**src/rtl/smachine_pkg.sv**
```systemverilog
// Shared S-Machine definitions: instruction memory geometry and the
// program loader FSM state encoding.
package smachine_pkg;

  localparam int INST_ADDR_W = 8;
  localparam int INST_DATA_W = 16;
  localparam int COUNT_W     = 8;

  localparam logic [2:0] ST_IDLE  = 3'd0;
  localparam logic [2:0] ST_COUNT = 3'd1;
  localparam logic [2:0] ST_WORD  = 3'd2;
  localparam logic [2:0] ST_CHECK = 3'd3;
  localparam logic [2:0] ST_DONE  = 3'd4;
  localparam logic [2:0] ST_ERROR = 3'd5;

endpackage

```
**src/rtl/loader_shift.sv**
```systemverilog
// Serial-in MSB-first shift register with a bit counter; word_ready flags the
// cycle in which the last bit of an nbits-long field is being sampled.
module loader_shift #(
  parameter  int DATA_W = 16,
  localparam int CNT_W  = $clog2(DATA_W + 1)
) (
  input  logic              clk,
  input  logic              reset_n,
  input  logic              clear,
  input  logic              shift_en,
  input  logic              bit_data,
  input  logic [CNT_W-1:0]  nbits,
  output logic [DATA_W-1:0] next_word,
  output logic              word_ready
);

  logic [DATA_W-1:0] shreg;
  logic [CNT_W-1:0]  cnt;

  // next_word already includes the bit being sampled, so the consumer can
  // register the complete field on the same edge that takes its last bit.
  assign next_word  = {shreg[DATA_W-2:0], bit_data};
  assign word_ready = shift_en && (cnt == nbits - CNT_W'(1));

  always_ff @(posedge clk or negedge reset_n) begin
    if (!reset_n) begin
      shreg <= '0;
      cnt   <= '0;
    end else if (clear) begin
      cnt <= '0;
    end else if (shift_en) begin
      shreg <= next_word;
      cnt   <= word_ready ? '0 : cnt + CNT_W'(1);
    end
  end

endmodule

```
**src/rtl/inst_loader.sv**
```systemverilog
// Serial program loader: deserialises count/words/checksum frames into
// instruction memory writes and gates the CPU enable on a verified load.
module inst_loader
  import smachine_pkg::*;
#(
  parameter int ADDR_W = INST_ADDR_W,
  parameter int DATA_W = INST_DATA_W
) (
  input  logic              clk,
  input  logic              reset_n,
  input  logic              load_start,
  input  logic              bit_valid,
  input  logic              bit_data,
  output logic              wr_en,
  output logic [ADDR_W-1:0] wr_addr,
  output logic [DATA_W-1:0] wr_data,
  output logic              busy,
  output logic              done,
  output logic              error,
  output logic              cpu_enable
);

  localparam int SH_CNT_W = $clog2(DATA_W + 1);

  logic [2:0]          state;
  logic [COUNT_W:0]    word_cnt;
  logic [COUNT_W:0]    n_words;
  logic [DATA_W-1:0]   sum;
  logic [DATA_W-1:0]   next_word;
  logic                word_ready;
  logic                shift_en;
  logic [SH_CNT_W-1:0] nbits;

  assign busy = (state == ST_COUNT) || (state == ST_WORD) || (state == ST_CHECK);
  // A bit coinciding with load_start belongs to the aborted frame and is dropped.
  assign shift_en = busy && bit_valid && !load_start;
  assign nbits    = (state == ST_COUNT) ? SH_CNT_W'(COUNT_W) : SH_CNT_W'(DATA_W);

  loader_shift #(.DATA_W(DATA_W)) u_shift (
    .clk        (clk),
    .reset_n    (reset_n),
    .clear      (load_start),
    .shift_en   (shift_en),
    .bit_data   (bit_data),
    .nbits      (nbits),
    .next_word  (next_word),
    .word_ready (word_ready)
  );

  always_ff @(posedge clk or negedge reset_n) begin
    if (!reset_n) begin
      state      <= ST_IDLE;
      word_cnt   <= '0;
      n_words    <= '0;
      sum        <= '0;
      wr_en      <= 1'b0;
      wr_addr    <= '0;
      wr_data    <= '0;
      done       <= 1'b0;
      error      <= 1'b0;
      cpu_enable <= 1'b0;
    end else begin
      wr_en <= 1'b0;
      if (load_start) begin
        state      <= ST_COUNT;
        word_cnt   <= '0;
        sum        <= '0;
        done       <= 1'b0;
        error      <= 1'b0;
        cpu_enable <= 1'b0;
      end else if (word_ready) begin
        case (state)
          ST_COUNT: begin
            // A count byte of zero encodes a full 256-word image.
            n_words <= {~|next_word[COUNT_W-1:0], next_word[COUNT_W-1:0]};
            state   <= ST_WORD;
          end
          ST_WORD: begin
            wr_en    <= 1'b1;
            wr_addr  <= word_cnt[ADDR_W-1:0];
            wr_data  <= next_word;
            sum      <= sum + next_word;
            word_cnt <= word_cnt + (COUNT_W+1)'(1);
            if (word_cnt + (COUNT_W+1)'(1) == n_words) state <= ST_CHECK;
          end
          ST_CHECK: begin
            if (next_word == sum) begin
              state      <= ST_DONE;
              done       <= 1'b1;
              cpu_enable <= 1'b1;
            end else begin
              state <= ST_ERROR;
              error <= 1'b1;
            end
          end
          default: ;
        endcase
      end
    end
  end

endmodule

```
**config.mk**
```make
export PLATFORM = sky130hd
export DESIGN_NAME = inst_loader
export DESIGN_NICKNAME = d
export VERILOG_FILES = /design/src/rtl/smachine_pkg.sv /design/src/rtl/loader_shift.sv /design/src/rtl/inst_loader.sv
export SDC_FILE = /design/constraint.sdc
export NUM_CORES = 1
export LEC_CHECK = 0
export CAP_MARGIN = 20
export CORE_ASPECT_RATIO = 0.75
export CORE_UTILIZATION = 40
export CTS_CLUSTER_SIZE = 20
export DETAILED_ROUTE_END_ITERATION = 10
export DONT_BUFFER_PORTS = 1
export SYNTH_ARGS = -nofsm -noshare
export SYNTH_HDL_FRONTEND = slang
export SYNTH_HIERARCHICAL = 1
export SYNTH_SLANG_ARGS = --single-unit
```
**constraint.sdc**
```tcl
create_clock -name clk -period 3.34 [get_ports clk]
set_clock_uncertainty 0.05 [all_clocks]
set_input_delay 0.835 -clock clk [delete_from_list [all_inputs] [get_ports clk]]
set_output_delay 0.835 -clock clk [all_outputs]
set_load 0.1 [all_outputs]
```
# == After elaboration in Yosys (flattened, before gate mapping) ==
# Index checks and enable logic that the tools add are counted.
# classes
eq_ne,8
add_sub_neg,4
n_reduce_logical,21
n_mux,26
bitwise_logic,1
# ops
op,n
$mux W16,3
$mux W9,3
$mux W5,4
$add A16 B16 Y16,1
$eq A16 B16 Y1,1
$reduce_and A3 Y1,5
$mux W1,12
$reduce_bool A2 Y1,5
$add A9 B1 Y9 const B,1
$eq A9 B9 Y1,1
$mux W3,3
$pmux W3 S3,1
$reduce_or A8 Y1,1
$eq A3 B2 Y1 const B,2
$add A5 B1 Y5 const B,1
$eq A5 B5 Y1,1
$sub A5 B1 Y5 const B,1
$reduce_and A2 Y1,2
$reduce_bool A4 Y1,1
$eq A3 B1 Y1 const B,1
$logic_and A1 B1 Y1,3
$ne A3 B2 Y1 const B,1
$logic_not A1 Y1,2
$logic_or A1 B1 Y1,2
2 further kinds,2
# word_totals
register_bits,84
output_inout_bits,29
elab_cells,71
input_bits,5

# == Logic depth before layout (Yosys ltp) ==
# Gate-level depths: netlist of the first run.
# depth
word_depth,9
depth_mapped,15

# == By module ==
# The synthesis of the first run kept the hierarchy.
# by_module_without_submodules
module,area_each_um2,instances,cells_each
inst_loader,3565.9,1,346
loader_shift,988.4,1,82

# == Worst setup path before layout of the first run ==
# No wires, ideal clock.
# synth_path
path_kind,flip-flop to flip-flop
from,register state[1]
to,register wr_addr[0]
path_buffers,3
setup_slack_ns,-0.592
stages_incl_launch_ff,12
period_less_slack_ns,3.932
t_required_ns,3.165
setup_time_ns,0.125
t_arrival_ns,3.756
cell_sequence,dfrtp_1 clkbuf_1 nor2_1 nor2_1 and3_1 clkbuf_1 and2_1 and2b_1 nand3b_1 nor2_2 buf_2 mux2_2
# synth_between
elab_chain_cells,7
word_cells_on_any_way,12
cone_classes,1 x add/sub; 4 x eq/ne; 1 x mux; 6 x reduce/logical
# synth_lines
element,line,source
"start, declared",inst_loader.sv:25,logic [2:0] state;
"start signal, assigned",inst_loader.sv:52,state <= ST_IDLE;
"start signal, assigned",inst_loader.sv:65,state <= ST_COUNT;
"start signal, assigned",inst_loader.sv:76,state <= ST_WORD;
$eq A3 B1 Y1 / $eq A3 B2 Y1 (equally long branches),inst_loader.sv:34,assign busy = (state == ST_COUNT) || (state == ST_WORD) || (state == ST_CHECK);
$logic_or A1 B1 Y1,inst_loader.sv:34,
$logic_or A1 B1 Y1 (*),inst_loader.sv:34,
named net busy,inst_loader.sv:17,"output logic busy,"
$logic_and A1 B1 Y1 (*) (2 in series),inst_loader.sv:36,assign shift_en = busy && bit_valid && !load_start;
named net shift_en,inst_loader.sv:31,logic shift_en;
$logic_and A1 B1 Y1 (*),loader_shift.sv:23,assign word_ready = shift_en && (cnt == nbits - CNT_W'(1));
named net word_ready,inst_loader.sv:30,logic word_ready;
$reduce_and A3 Y1 (no source line) (*),n/a,
"end signal, assigned",inst_loader.sv:80,wr_addr <= word_cnt[ADDR_W-1:0];
"end, declared",inst_loader.sv:15,"output logic [ADDR_W-1:0] wr_addr,"
# The timed path passes the listed nets; every way through them passes the cells marked *.
# A chain may end at the register's enable or synchronous reset.

# == Worst setup path after layout of the first run ==
# layout_path
from,register state[1]
to,register sum[14]
# layout_between
word_cells_on_any_way,14
cone_classes,1 x add/sub; 4 x eq/ne; 1 x mux; 8 x reduce/logical
# layout_rtl
element,line,source
$eq A3 B1 Y1,inst_loader.sv:37,assign nbits = (state == ST_COUNT) ? SH_CNT_W'(COUNT_W) : SH_CNT_W'(DATA_W);
$mux W5,inst_loader.sv:37,
named net nbits[4],inst_loader.sv:32,logic [SH_CNT_W-1:0] nbits;
$sub A5 B1 Y5,loader_shift.sv:23,
$eq A5 B5 Y1,loader_shift.sv:23,
$logic_and A1 B1 Y1,loader_shift.sv:23,
named net word_ready,inst_loader.sv:30,
$reduce_bool A2 Y1 (no source line),n/a,
$reduce_and A2 Y1 (no source line),n/a,
"end signal, assigned",inst_loader.sv:82,sum <= sum + next_word;
"end, declared",inst_loader.sv:28,logic [DATA_W-1:0] sum;
# The timed path passes the listed nets, and every way through them passes these cells.

==> results of run 1 <==
[layout make-up]
type	count	area [µm²]
Clock buffer	9	225
Clock inverter	6	113
Fill cell	1035	5960
Inverter	8	30.0
Multi-Input combinational cell	322	2350
Sequential cell	84	2100
Tap cell	140	175
Timing Repair Buffer	9	67.6
[cell families (layout without fill, tap and decap cells)]
| kind of cell | after synthesis | after routing | synth area share |
|---|---|---|---|
| muxes | 49 | 49 | 0.121 |
| AOI/OAI and AO/OA | 78 | 78 | 0.119 |
| xor gates and xnor gates | 36 | 36 | 0.0692 |
| buffers and inverters | 31 | 32 | 0.0305 |
| other | 1 | 10 | 0.000823 |
| adders and majority gates | 19 | 19 | 0.0538 |
| and+or+nand+nor | 130 | 130 | 0.144 |
| DFF | 84 | 84 | 0.462 |
[synth_stat cells, types with 2 or more instances]
cell | n | share of area
sky130_fd_sc_hd__buf_2 | 6 | 0.0066
sky130_fd_sc_hd__nand3_1 | 13 | 0.014
sky130_fd_sc_hd__dfrtp_1 | 84 | 0.46
sky130_fd_sc_hd__a31oi_1 | 2 | 0.0027
sky130_fd_sc_hd__nor3_1 | 5 | 0.0055
sky130_fd_sc_hd__nor4_1 | 6 | 0.0082
sky130_fd_sc_hd__buf_4 | 2 | 0.0033
sky130_fd_sc_hd__xnor2_1 | 19 | 0.037
sky130_fd_sc_hd__nand3b_1 | 7 | 0.012
sky130_fd_sc_hd__nand2_1 | 44 | 0.036
sky130_fd_sc_hd__nor2_1 | 27 | 0.022
sky130_fd_sc_hd__ha_1 | 18 | 0.049
sky130_fd_sc_hd__nor2b_1 | 3 | 0.0041
sky130_fd_sc_hd__a21o_1 | 6 | 0.0099
sky130_fd_sc_hd__inv_1 | 8 | 0.0066
sky130_fd_sc_hd__a21oi_1 | 30 | 0.033
sky130_fd_sc_hd__nand2b_1 | 2 | 0.0027
sky130_fd_sc_hd__nor3b_1 | 2 | 0.0033
sky130_fd_sc_hd__and3_1 | 4 | 0.0055
sky130_fd_sc_hd__o211ai_1 | 5 | 0.0082
sky130_fd_sc_hd__clkbuf_1 | 13 | 0.011
sky130_fd_sc_hd__a211oi_1 | 5 | 0.0082
sky130_fd_sc_hd__o31ai_1 | 3 | 0.0049
sky130_fd_sc_hd__nand4_1 | 3 | 0.0041
sky130_fd_sc_hd__xor2_1 | 17 | 0.033
sky130_fd_sc_hd__o21ai_1 | 3 | 0.0033
sky130_fd_sc_hd__a41oi_2 | 2 | 0.0071
sky130_fd_sc_hd__o21ai_0 | 8 | 0.0088
sky130_fd_sc_hd__or3_1 | 4 | 0.0055
sky130_fd_sc_hd__mux2_2 | 47 | 0.12
[flip-flops by register name, summed over array words and instances, names as in the netlist]
register and flops:
sum 16, wr_addr 8, u_shift/shreg 15, cpu_enable 1
state 3, word_cnt 9, n_words 9, error 1
wr_en 1, u_shift/cnt 5, wr_data 16
[how the worst max path moves through the flow]
stage | from | to | slack [ns] | depth (start not counted)
final | state[1] | sum[14] | 0.25 | 13
after global routing | state[1] | wr_data[13] | 0.02 | 12
after CTS | state[1] | wr_data[13] | 0.25 | 12
after detailed placement | state[1] | wr_data[13] | 0.27 | 12
after global placement | state[1] | sum[14] | 0.39 | 13
after floorplan | state[1] | wr_addr[0] | 0.22 | 11
[power groups by stage]
stage / Sequential [mW] / Clock (mW) / Combinational (mW)
after floorplan: 1.14 / 0 / 0.258
after CTS: 1.16 / 1.17 / 0.284
final: 1.15 / 1.14 / 0.285
after detailed placement: 1.18 / 0 / 0.282
after global placement: 1.17 / 0 / 0.275
after global routing: 1.17 / 1.20 / 0.317
[routing by layer]
layer	up-vias	track usage	part of all wire
met1	1518	0.226	0.49
met3	12	0.0476	0.037
li1	1520	-	-
met2	55	0.263	0.45
met4	0	0.0600	0.017
met5	-	0	0
==> impl_metrics.csv, run 1 <==
group,metric,value,unit
power_and_ir_drop,power.share.clock,0.441,
setup_path,rrSetupSlack,0.25,ns
cts,max-clock-path-buffers,2,
yosys,yosysUniqueCellTypes,60,
status,failed_checks,"DRC",
cts,post_cts_clock_slew_at_the_launch_and_capture_registers_of_the_worst_setup_and_hold_paths,0.06,ns
grt,global_route_wire_length_before_repair,15.5,mm
yosys,synthArstFlopShare,1.00,
yosys,yosys_most_used_dff,"sky130_fd_sc_hd__dfrtp_1",
sta,min_period_over_period,0.925,
cts,tritoncts.num_buffers,9,
power_and_ir_drop,report.power.total,2.58,mW
finish,layout_common_cells,"sky130_fd_sc_hd__dfrtp_1 (83), sky130_fd_sc_hd__mux2_2 (47), sky130_fd_sc_hd__nand2_1 (44)",
cts,htree_num_levels,3,
power_and_ir_drop,vdd.ir_drop.worst,0.342,mV
routing,drcViolationCount,4,
power_and_ir_drop,internal-power,1.93,mW
status,status,"complete, but fails checks",
sta,timing_max_transition_violations_final,0,
floorplan,boundaryPins,34,
yosys,postSynthAreaPerCell,10.6,µm²
routing,route.final.wire_length,9.22,mm
power_and_ir_drop,p_sw_frac,0.249,
grt,first_global_vias,3002,
cts,postCtsResizedCells,0,
setup_path,crit_path_start_kind,"register",
routing,wl_per_cell,15.9,µm
finish,final_common_cell,"sky130_fd_sc_hd__dfrtp_1",
placed_design,dpl_cell_area,4730,µm²
routing,viasPerCell,5.37,
floorplan,core-area,11000,µm²
routing,routed-via-count,3105,
placed_design,io_buffers,0,
yosys,netlist_area,4550,µm²
setup_path,worst-setup-path-type,"reg2reg",
finish,layout-area-overhead-vs-synth,11.3,%
grt,grt-ovfl-total,0,
power_and_ir_drop,switchingPower,641,µW
yosys,synth_warnings,6,
setup_path,timing.critical_path.arrival,3.29,ns
finish,fin_util,0.460,
cts,cts.root.buffer_cell,"sky130_fd_sc_hd__clkbuf_16",
placed_design,dp_cells,563,
setup_path,critical_path.max_stage_delay,0.46,ns
finish,post_route_cells_drive_above_1_share,0.192,
placed_design,detailedPlace.worstSlack,0.266,ns
grt,number_of_antenna_violations_at_the_first_check_in_global_routing,0,
setup_path,critical_path.most_common_cell,"sky130_fd_sc_hd__o211ai_1",
cts,worst_skew_pair.late_latency,0.34,ns
cts,cts_num_sinks,84,
sta,final_hold_slack,0.135,ns
power_and_ir_drop,seq_power_share,0.448,
cts,postCtsSetupRepairBufs,0,
power_and_ir_drop,p_comb_frac,0.111,
sta,max_freq,324,MHz
floorplan,initial_core_util,0.413,
sta,maxSlewHeadroom,0.357,
placed_design,gp_congestion,0.844,
sta,finalSetupViolCount,0,
setup_path,path_cells,"nor2_1 > nand2_1 > inv_1 > and4bb_2 > o211ai_1 > a311oi_2 > and2_1 > and2b_1 > nand3b_1 > buf_4 > nor4b_1 > a31oi_1 > o211ai_1",
setup_path,timing.critical_path.required,3.54,ns
floorplan,rows,33,
setup_path,critical_path.reg2reg.endpoint,"sum[14]",
setup_path,critical_path.n_buffers_inverters,2,
finish,layoutNonFillerInstCount,578,
sta,period_needed,3.09,ns
setup_path,worst_r2r_path_depth,13,
yosys,synth_cells,428,
grt,grtUsageTotal,0.169,
sta,finalHoldViolations,0,
floorplan,chipHeight,94.4,µm
power_and_ir_drop,leakage_power,2.30,nW
grt,grt_max_degree,85,
sta,timing.final.ws_setup,0.251,ns
sta,grt_setup_unrepaired,"no",
setup_path,worstSetupEndpointType,"register",
finish,final_std_cell_area_no_fill,5070,µm²
yosys,synth_seq_area_share,0.462,
placed_design,detailed_place_hpwl,6.33,mm
setup_path,critical-path-slowest-cell,"sky130_fd_sc_hd__dfrtp_1",
min_path,holdCritPathClass,"in2async",
yosys,edff_count_synth,0,
yosys,ys_ff_latch,84,
routing,detail_route.iter0.violations,210,
setup_path,r2r_start,"state[1]",
setup_path,worst-path-max-fanout,18,
finish,fin_nets,458,
sta,tightest_slew,0.964,ns
floorplan,floorplan_die_area,11800,µm²
flow_run,max-cap-violations,0,
power_and_ir_drop,power_per_cell_area,508,nW/µm²
cts,cts_hold_repair.buffers,0,
sta,totalNegativeSetupSlack,0,ns
finish,insertedDiodeCount,0,
cts,tritoncts,"built",
routing,ant_nets,0,
floorplan,die_w,125,µm
setup_path,critical_path.top_delay_family,"simple AND/OR/NAND/NOR gates",
routing,detailedRoute.firstPassIterationCount,7,
(Power assumes the default switching activity.)
==> run 2: changes to the inputs <==
- PLACE_DENSITY: default -> 0.55
==> run 2 against run 1 <==
The flow now finishes without violations. Worst setup slack got worse by 0.0011 ns. Utilization fell by 0.37 points. Sequential power barely moved. Count of clock-buffer cells in the layout rose by 3. Sequential share of layout area rose by 0.34 points. Largest power group unchanged. Highest routed layer unchanged.
==> impl_metrics.csv, run 2 (same netlist as run 1, synthesis figures left out) <==
group,metric,value,unit
status,status,"completed",
cts,worst_skew_pair.late_latency,0.34,ns
routing,routed-via-count,3140,
floorplan,core-area,11000,µm²
sta,tightest_slew,0.954,ns
grt,global_route_wire_length_before_repair,16.0,mm
setup_path,critical_path.most_common_cell,"sky130_fd_sc_hd__o211ai_1",
routing,route.final.wire_length,9.43,mm
sta,max_freq,324,MHz
grt,number_of_antenna_violations_at_the_first_check_in_global_routing,0,
floorplan,floorplan_die_area,11800,µm²
power_and_ir_drop,leakage_power,2.28,nW
cts,cts_hold_repair.buffers,0,
setup_path,critical_path.n_buffers_inverters,2,
setup_path,timing.critical_path.arrival,3.30,ns
setup_path,worst-path-max-fanout,9,
floorplan,initial_core_util,0.413,
finish,post_route_cells_drive_above_1_share,0.189,
power_and_ir_drop,vdd.ir_drop.worst,0.226,mV
routing,ant_nets,0,
setup_path,critical_path.top_delay_family,"simple AND/OR/NAND/NOR gates",
placed_design,detailed_place_hpwl,6.43,mm
sta,maxSlewHeadroom,0.364,
cts,post_cts_clock_slew_at_the_launch_and_capture_registers_of_the_worst_setup_and_hold_paths,0.06,ns
sta,grt_setup_unrepaired,"no",
setup_path,crit_path_start_kind,"register",
cts,cts_num_sinks,84,
placed_design,detailedPlace.worstSlack,0.291,ns
finish,fin_nets,457,
grt,grt_max_degree,85,
finish,final_common_cell,"sky130_fd_sc_hd__dfrtp_1",
placed_design,gp_congestion,0.812,
cts,postCtsSetupRepairBufs,0,
min_path,holdCritPathClass,"in2async",
sta,period_needed,3.09,ns
cts,tritoncts.num_buffers,9,
floorplan,boundaryPins,34,
routing,wl_per_cell,16.3,µm
routing,detail_route.iter0.violations,162,
sta,finalSetupViolCount,0,
setup_path,critical-path-slowest-cell,"sky130_fd_sc_hd__dfrtp_1",
grt,grtUsageTotal,0.174,
finish,multi_input_comb_area,2350,µm²
power_and_ir_drop,report.power.total,2.46,mW
setup_path,path_cells,"nor2_1 > nand2_1 > inv_1 > and4bb_2 > o211ai_1 > a311oi_2 > and2_1 > and2b_1 > and3b_1 > buf_4 > nand3b_1 > a211o_1 > o211ai_1",
floorplan,rows,33,
grt,grt-ovfl-total,0,
finish,layout-area-overhead-vs-synth,10.4,%
cts,htree_num_levels,3,
routing,detailedRoute.firstPassIterationCount,6,
finish,layout_common_cells,"sky130_fd_sc_hd__dfrtp_1 (83), sky130_fd_sc_hd__mux2_2 (47), sky130_fd_sc_hd__nand2_1 (44)",
cts,tritoncts,"built",
setup_path,critical_path.max_stage_delay,0.47,ns
sta,timing_max_transition_violations_final,0,
cts,max-clock-path-buffers,2,
setup_path,timing.critical_path.required,3.55,ns
setup_path,worst-setup-path-type,"reg2reg",
sta,totalNegativeSetupSlack,0,ns
flow_run,max-cap-violations,0,
placed_design,io_buffers,0,
grt,first_global_vias,3052,
sta,finalHoldViolations,0,
sta,timing.final.ws_setup,0.250,ns
routing,viasPerCell,5.43,
cts,cts.root.buffer_cell,"sky130_fd_sc_hd__clkbuf_16",
finish,reg.largest.list,"sum (16), wr_data (16), u_shift/shreg (15)",
setup_path,worstSetupEndpointType,"register",
floorplan,die_w,125,µm
sta,min_period_over_period,0.925,
power_and_ir_drop,power_per_cell_area,488,nW/µm²
finish,register_area,2100,µm²
floorplan,chipHeight,94.4,µm
finish,nFillCells,1038,
cts,postCtsResizedCells,0,
routing,drcViolationCount,0,
finish,insertedDiodeCount,0,
## run 2: cell count changes in the layout (fill, tap and decap cells not counted), sizes merged
| cell | delta |
|---|---|
| bufinv | -2 |
| inv | -1 |
| clkinvlp | +1 |
| buf | -1 |
| clkbuf | +3 |
## run 2: worst reg2reg max path, cell delays in order (launching register included)
cell and delay (ns):
sky130_fd_sc_hd__dfrtp_1 0.47, sky130_fd_sc_hd__nor2_1 0.06, sky130_fd_sc_hd__nand2_1 0.10, sky130_fd_sc_hd__inv_1 0.09
sky130_fd_sc_hd__and4bb_2 0.29, sky130_fd_sc_hd__o211ai_1 0.09, sky130_fd_sc_hd__a311oi_2 0.29, sky130_fd_sc_hd__and2_1 0.19
sky130_fd_sc_hd__and2b_1 0.21, sky130_fd_sc_hd__and3b_1 0.46, sky130_fd_sc_hd__buf_4 0.26, sky130_fd_sc_hd__nand3b_1 0.09
sky130_fd_sc_hd__a211o_1 0.28, sky130_fd_sc_hd__o211ai_1 0.09
## run 2: cell type report
type,count,share of cell area
flip-flops and latches,84,0.418
multi-input cells,322,0.468
clock buffers,12,0.0510
well taps,140,0.0348
clock inverters,4,0.00946
repair buffers,8,0.0119
inverters,8,0.00597
## run 2: per-layer routing
layer,part of all wire,vias up,track usage
li1,-,1520,-
met5,0,-,0
met3,0.037,18,0.0442
met2,0.45,56,0.267
met1,0.50,1546,0.240
met4,0.015,0,0.0610
## run 2: worst paths after layout
| path | slack, ns | cells past startpoint | startpoint | to |
|---|---|---|---|---|
| setup / recovery | 0.25 | 13 | state[1] | sum[13] |
| hold / removal | 0.14 | 0 | reset_n | u_shift/cnt[1] |
| setup reg to reg | 0.25 | 13 | state[1] | sum[13] |
| hold reg to reg | 0.46 | 2 | n_words[8] | n_words[8] |
| max in group asynchronous | 2.94 | 0 | reset_n | cpu_enable |
| min in group clk | 0.46 | 2 | n_words[8] | n_words[8] |
## run 2: stage by stage
| stage | hold slack (ns) | std cells | instance area, µm² | utilization |
|---|---|---|---|---|
| finish | 0.140 | 578 | 5030 | 0.456 |
| global route | 0.115 | 578 | 5030 | 0.456 |
| CTS | 0.122 | 578 | 5030 | 0.456 |
| detailed placement | 0.453 | 562 | 4720 | 0.428 |
| global placement | 0.449 | 562 | 4720 | 0.428 |
| floorplan | 0.419 | 437 | 4600 | - |
## run 2: power by group
group / switching (mW) / internal (mW)
clock network: 0.394 / 0.617
logic: 0.150 / 0.137
registers: 0.0882 / 1.07
total: 0.631 / 1.82
==> run 3: changes to the inputs <==
- HOLD_SLACK_MARGIN: default -> 0.15
==> run 3 against run 2 <==
Cell count is 0.17% higher. Sequential cell count unchanged. Maximum frequency decreased by 0.27%. Wire length decreased by 0.15%. Sequential share of layout area fell by 0.23 points. Final area rose by 0.55%. First-iteration DRC count rose by 9.3%. Worst hold slack improved by 0.20 ns. Clock power is essentially flat. Count of clock-buffer cells in the layout did not move. Non-clock buffer count up 1. Highest routed layer unchanged. Combinational power grew 8.0%.
==> impl_metrics.csv, run 3 (same netlist as run 1, synthesis figures left out) <==
group,metric,value,unit
routing,detail_route.iter0.violations,177,
floorplan,initial_core_util,0.413,
floorplan,die_w,125,µm
routing,viasPerCell,5.42,
finish,layout_common_cells,"sky130_fd_sc_hd__dfrtp_1 (83), sky130_fd_sc_hd__mux2_2 (47), sky130_fd_sc_hd__nand2_1 (44)",
setup_path,worstSetupEndpointType,"register",
sta,totalNegativeSetupSlack,0,ns
grt,first_global_vias,3064,
finish,layout-area-overhead-vs-synth,11.0,%
cts,max-clock-path-buffers,2,
floorplan,floorplan_die_area,11800,µm²
routing,wl_per_cell,16.3,µm
floorplan,core-area,11000,µm²
grt,number_of_antenna_violations_at_the_first_check_in_global_routing,0,
floorplan,rows,33,
setup_path,timing.critical_path.arrival,3.31,ns
cts,post_cts_clock_slew_at_the_launch_and_capture_registers_of_the_worst_setup_and_hold_paths,0.06,ns
floorplan,boundaryPins,34,
routing,detailedRoute.firstPassIterationCount,6,
sta,maxSlewHeadroom,0.364,
sta,max_freq,323,MHz
flow_run,max-cap-violations,0,
placed_design,io_buffers,0,
finish,post_route_cells_drive_above_1_share,0.191,
cts,htree_num_levels,3,
cts,cts.root.buffer_cell,"sky130_fd_sc_hd__clkbuf_16",
setup_path,path_cells,"nor2_1 > nand2_1 > inv_1 > and4bb_2 > o211ai_1 > a311oi_2 > and2_1 > and2b_1 > and3b_1 > buf_4 > nand3b_1 > a211o_1 > o211ai_1",
sta,finalHoldViolations,0,
cts,cts_num_sinks,84,
grt,grt_max_degree,85,
routing,routed-via-count,3138,
power_and_ir_drop,power_per_cell_area,490,nW/µm²
status,status,"completed",
routing,drcViolationCount,0,
cts,tritoncts.num_buffers,9,
finish,multi_input_comb_area,2350,µm²
setup_path,critical_path.max_stage_delay,0.47,ns
finish,fin_nets,458,
setup_path,worst-setup-path-type,"reg2reg",
finish,register_area,2100,µm²
finish,final_common_cell,"sky130_fd_sc_hd__dfrtp_1",
finish,fin_util,0.459,
setup_path,critical_path.top_delay_family,"simple AND/OR/NAND/NOR gates",
min_path,holdCritPathClass,"in2async",
sta,grt_setup_unrepaired,"no",
placed_design,detailedPlace.worstSlack,0.291,ns
floorplan,chipHeight,94.4,µm
setup_path,crit_path_start_kind,"register",
setup_path,rrSetupSlack,0.24,ns
routing,ant_nets,0,
placed_design,detailed_place_hpwl,6.43,mm
finish,nFillCells,1037,
routing,route.final.wire_length,9.41,mm
cts,worst_skew_pair.late_latency,0.34,ns
grt,grt-ovfl-total,0,
sta,timing_max_transition_violations_final,0,
finish,reg.largest.list,"sum (16), wr_data (16), u_shift/shreg (15)",
setup_path,critical-path-slowest-cell,"sky130_fd_sc_hd__dfrtp_1",
power_and_ir_drop,vdd.ir_drop.worst,0.225,mV
cts,tritoncts,"built",
finish,insertedDiodeCount,0,
cts,postCtsSetupRepairBufs,0,
setup_path,worst-path-max-fanout,9,
placed_design,gp_congestion,0.812,
power_and_ir_drop,leakage_power,2.29,nW
sta,timing.final.ws_setup,0.242,ns
setup_path,critical_path.most_common_cell,"sky130_fd_sc_hd__o211ai_1",
sta,period_needed,3.10,ns
sta,finalSetupViolCount,0,
sta,tightest_slew,0.954,ns
setup_path,critical_path.n_buffers_inverters,2,
setup_path,timing.critical_path.required,3.55,ns
sta,min_period_over_period,0.928,
grt,grtUsageTotal,0.175,
grt,global_route_wire_length_before_repair,16.0,mm
run 3: changes by cell type in the layout (fill, tap and decap cells not counted), sizes merged:
cell,change
buf,+1
run 3: report_power, final:
part           leakage (nW)  internal, mW  switching [mW]  total (mW)
clock network         0.149         0.617           0.393        1.01
registers              1.15          1.07          0.0872        1.16
logic                 0.989         0.140           0.169       0.309
run 3: repair_timing:
item / CTS / global route
hold endpoints to repair: 84 / 0
resized for setup: 0 / 0
hold buffers: 1 / 0
run 3: worst register-to-register path: cells and delay by family, from the launching register on:
| family | cells | cell delay [ns] |
|---|---|---|
| and+or+nand+nor | 7 | 1.41 |
| DFF | 1 | 0.47 |
| AOI/OAI and AO/OA | 4 | 0.75 |
| buffers and inverters | 2 | 0.35 |
run 3: final timing paths:
| check | start | end | depth (start not counted) |
|---|---|---|---|
| setup reg to reg | state[1] | sum[13] | 13 |
| setup / recovery | state[1] | sum[13] | 13 |
| hold reg to reg | n_words[8] | n_words[8] | 2 |
| min in group clk | n_words[8] | n_words[8] | 2 |
| hold / removal | reset_n | u_shift/cnt[2] | 1 |
| max in group asynchronous | reset_n | cpu_enable | 1 |
run 3: through the flow:
stage          instance area (µm²)  hold WS (ns)  instances  total power [mW]
5_1_grt                       5050         0.380        579              2.59
6_report                      5050         0.342        579              2.48
2_1_floorplan                 4600         0.419        437              1.39
3_3_place_gp                  4720         0.449        562              1.46
4_1_cts                       5050         0.365        579              2.51
3_5_place_dp                  4720         0.453        562              1.46
run 3: layer usage:
| metal | track usage | vias to the layer above | wire length [µm] |
|---|---|---|---|
| met2 | 0.267 | 46 | 4250 |
| met1 | 0.243 | 1554 | 4710 |
| met4 | 0.0610 | 0 | 98 |
| met3 | 0.0436 | 10 | 357 |
| li1 | - | 1528 | - |
| met5 | 0 | - | 0 |
run 3: area by class of cell:
class                   instances  share of cell area
clock buffers                  12              0.0507
repair buffers                  9              0.0173
flip-flops and latches         84               0.416
inverters                       8             0.00594
multi-input cells             322               0.466
well taps                     140              0.0347
clock inverters                 4             0.00941
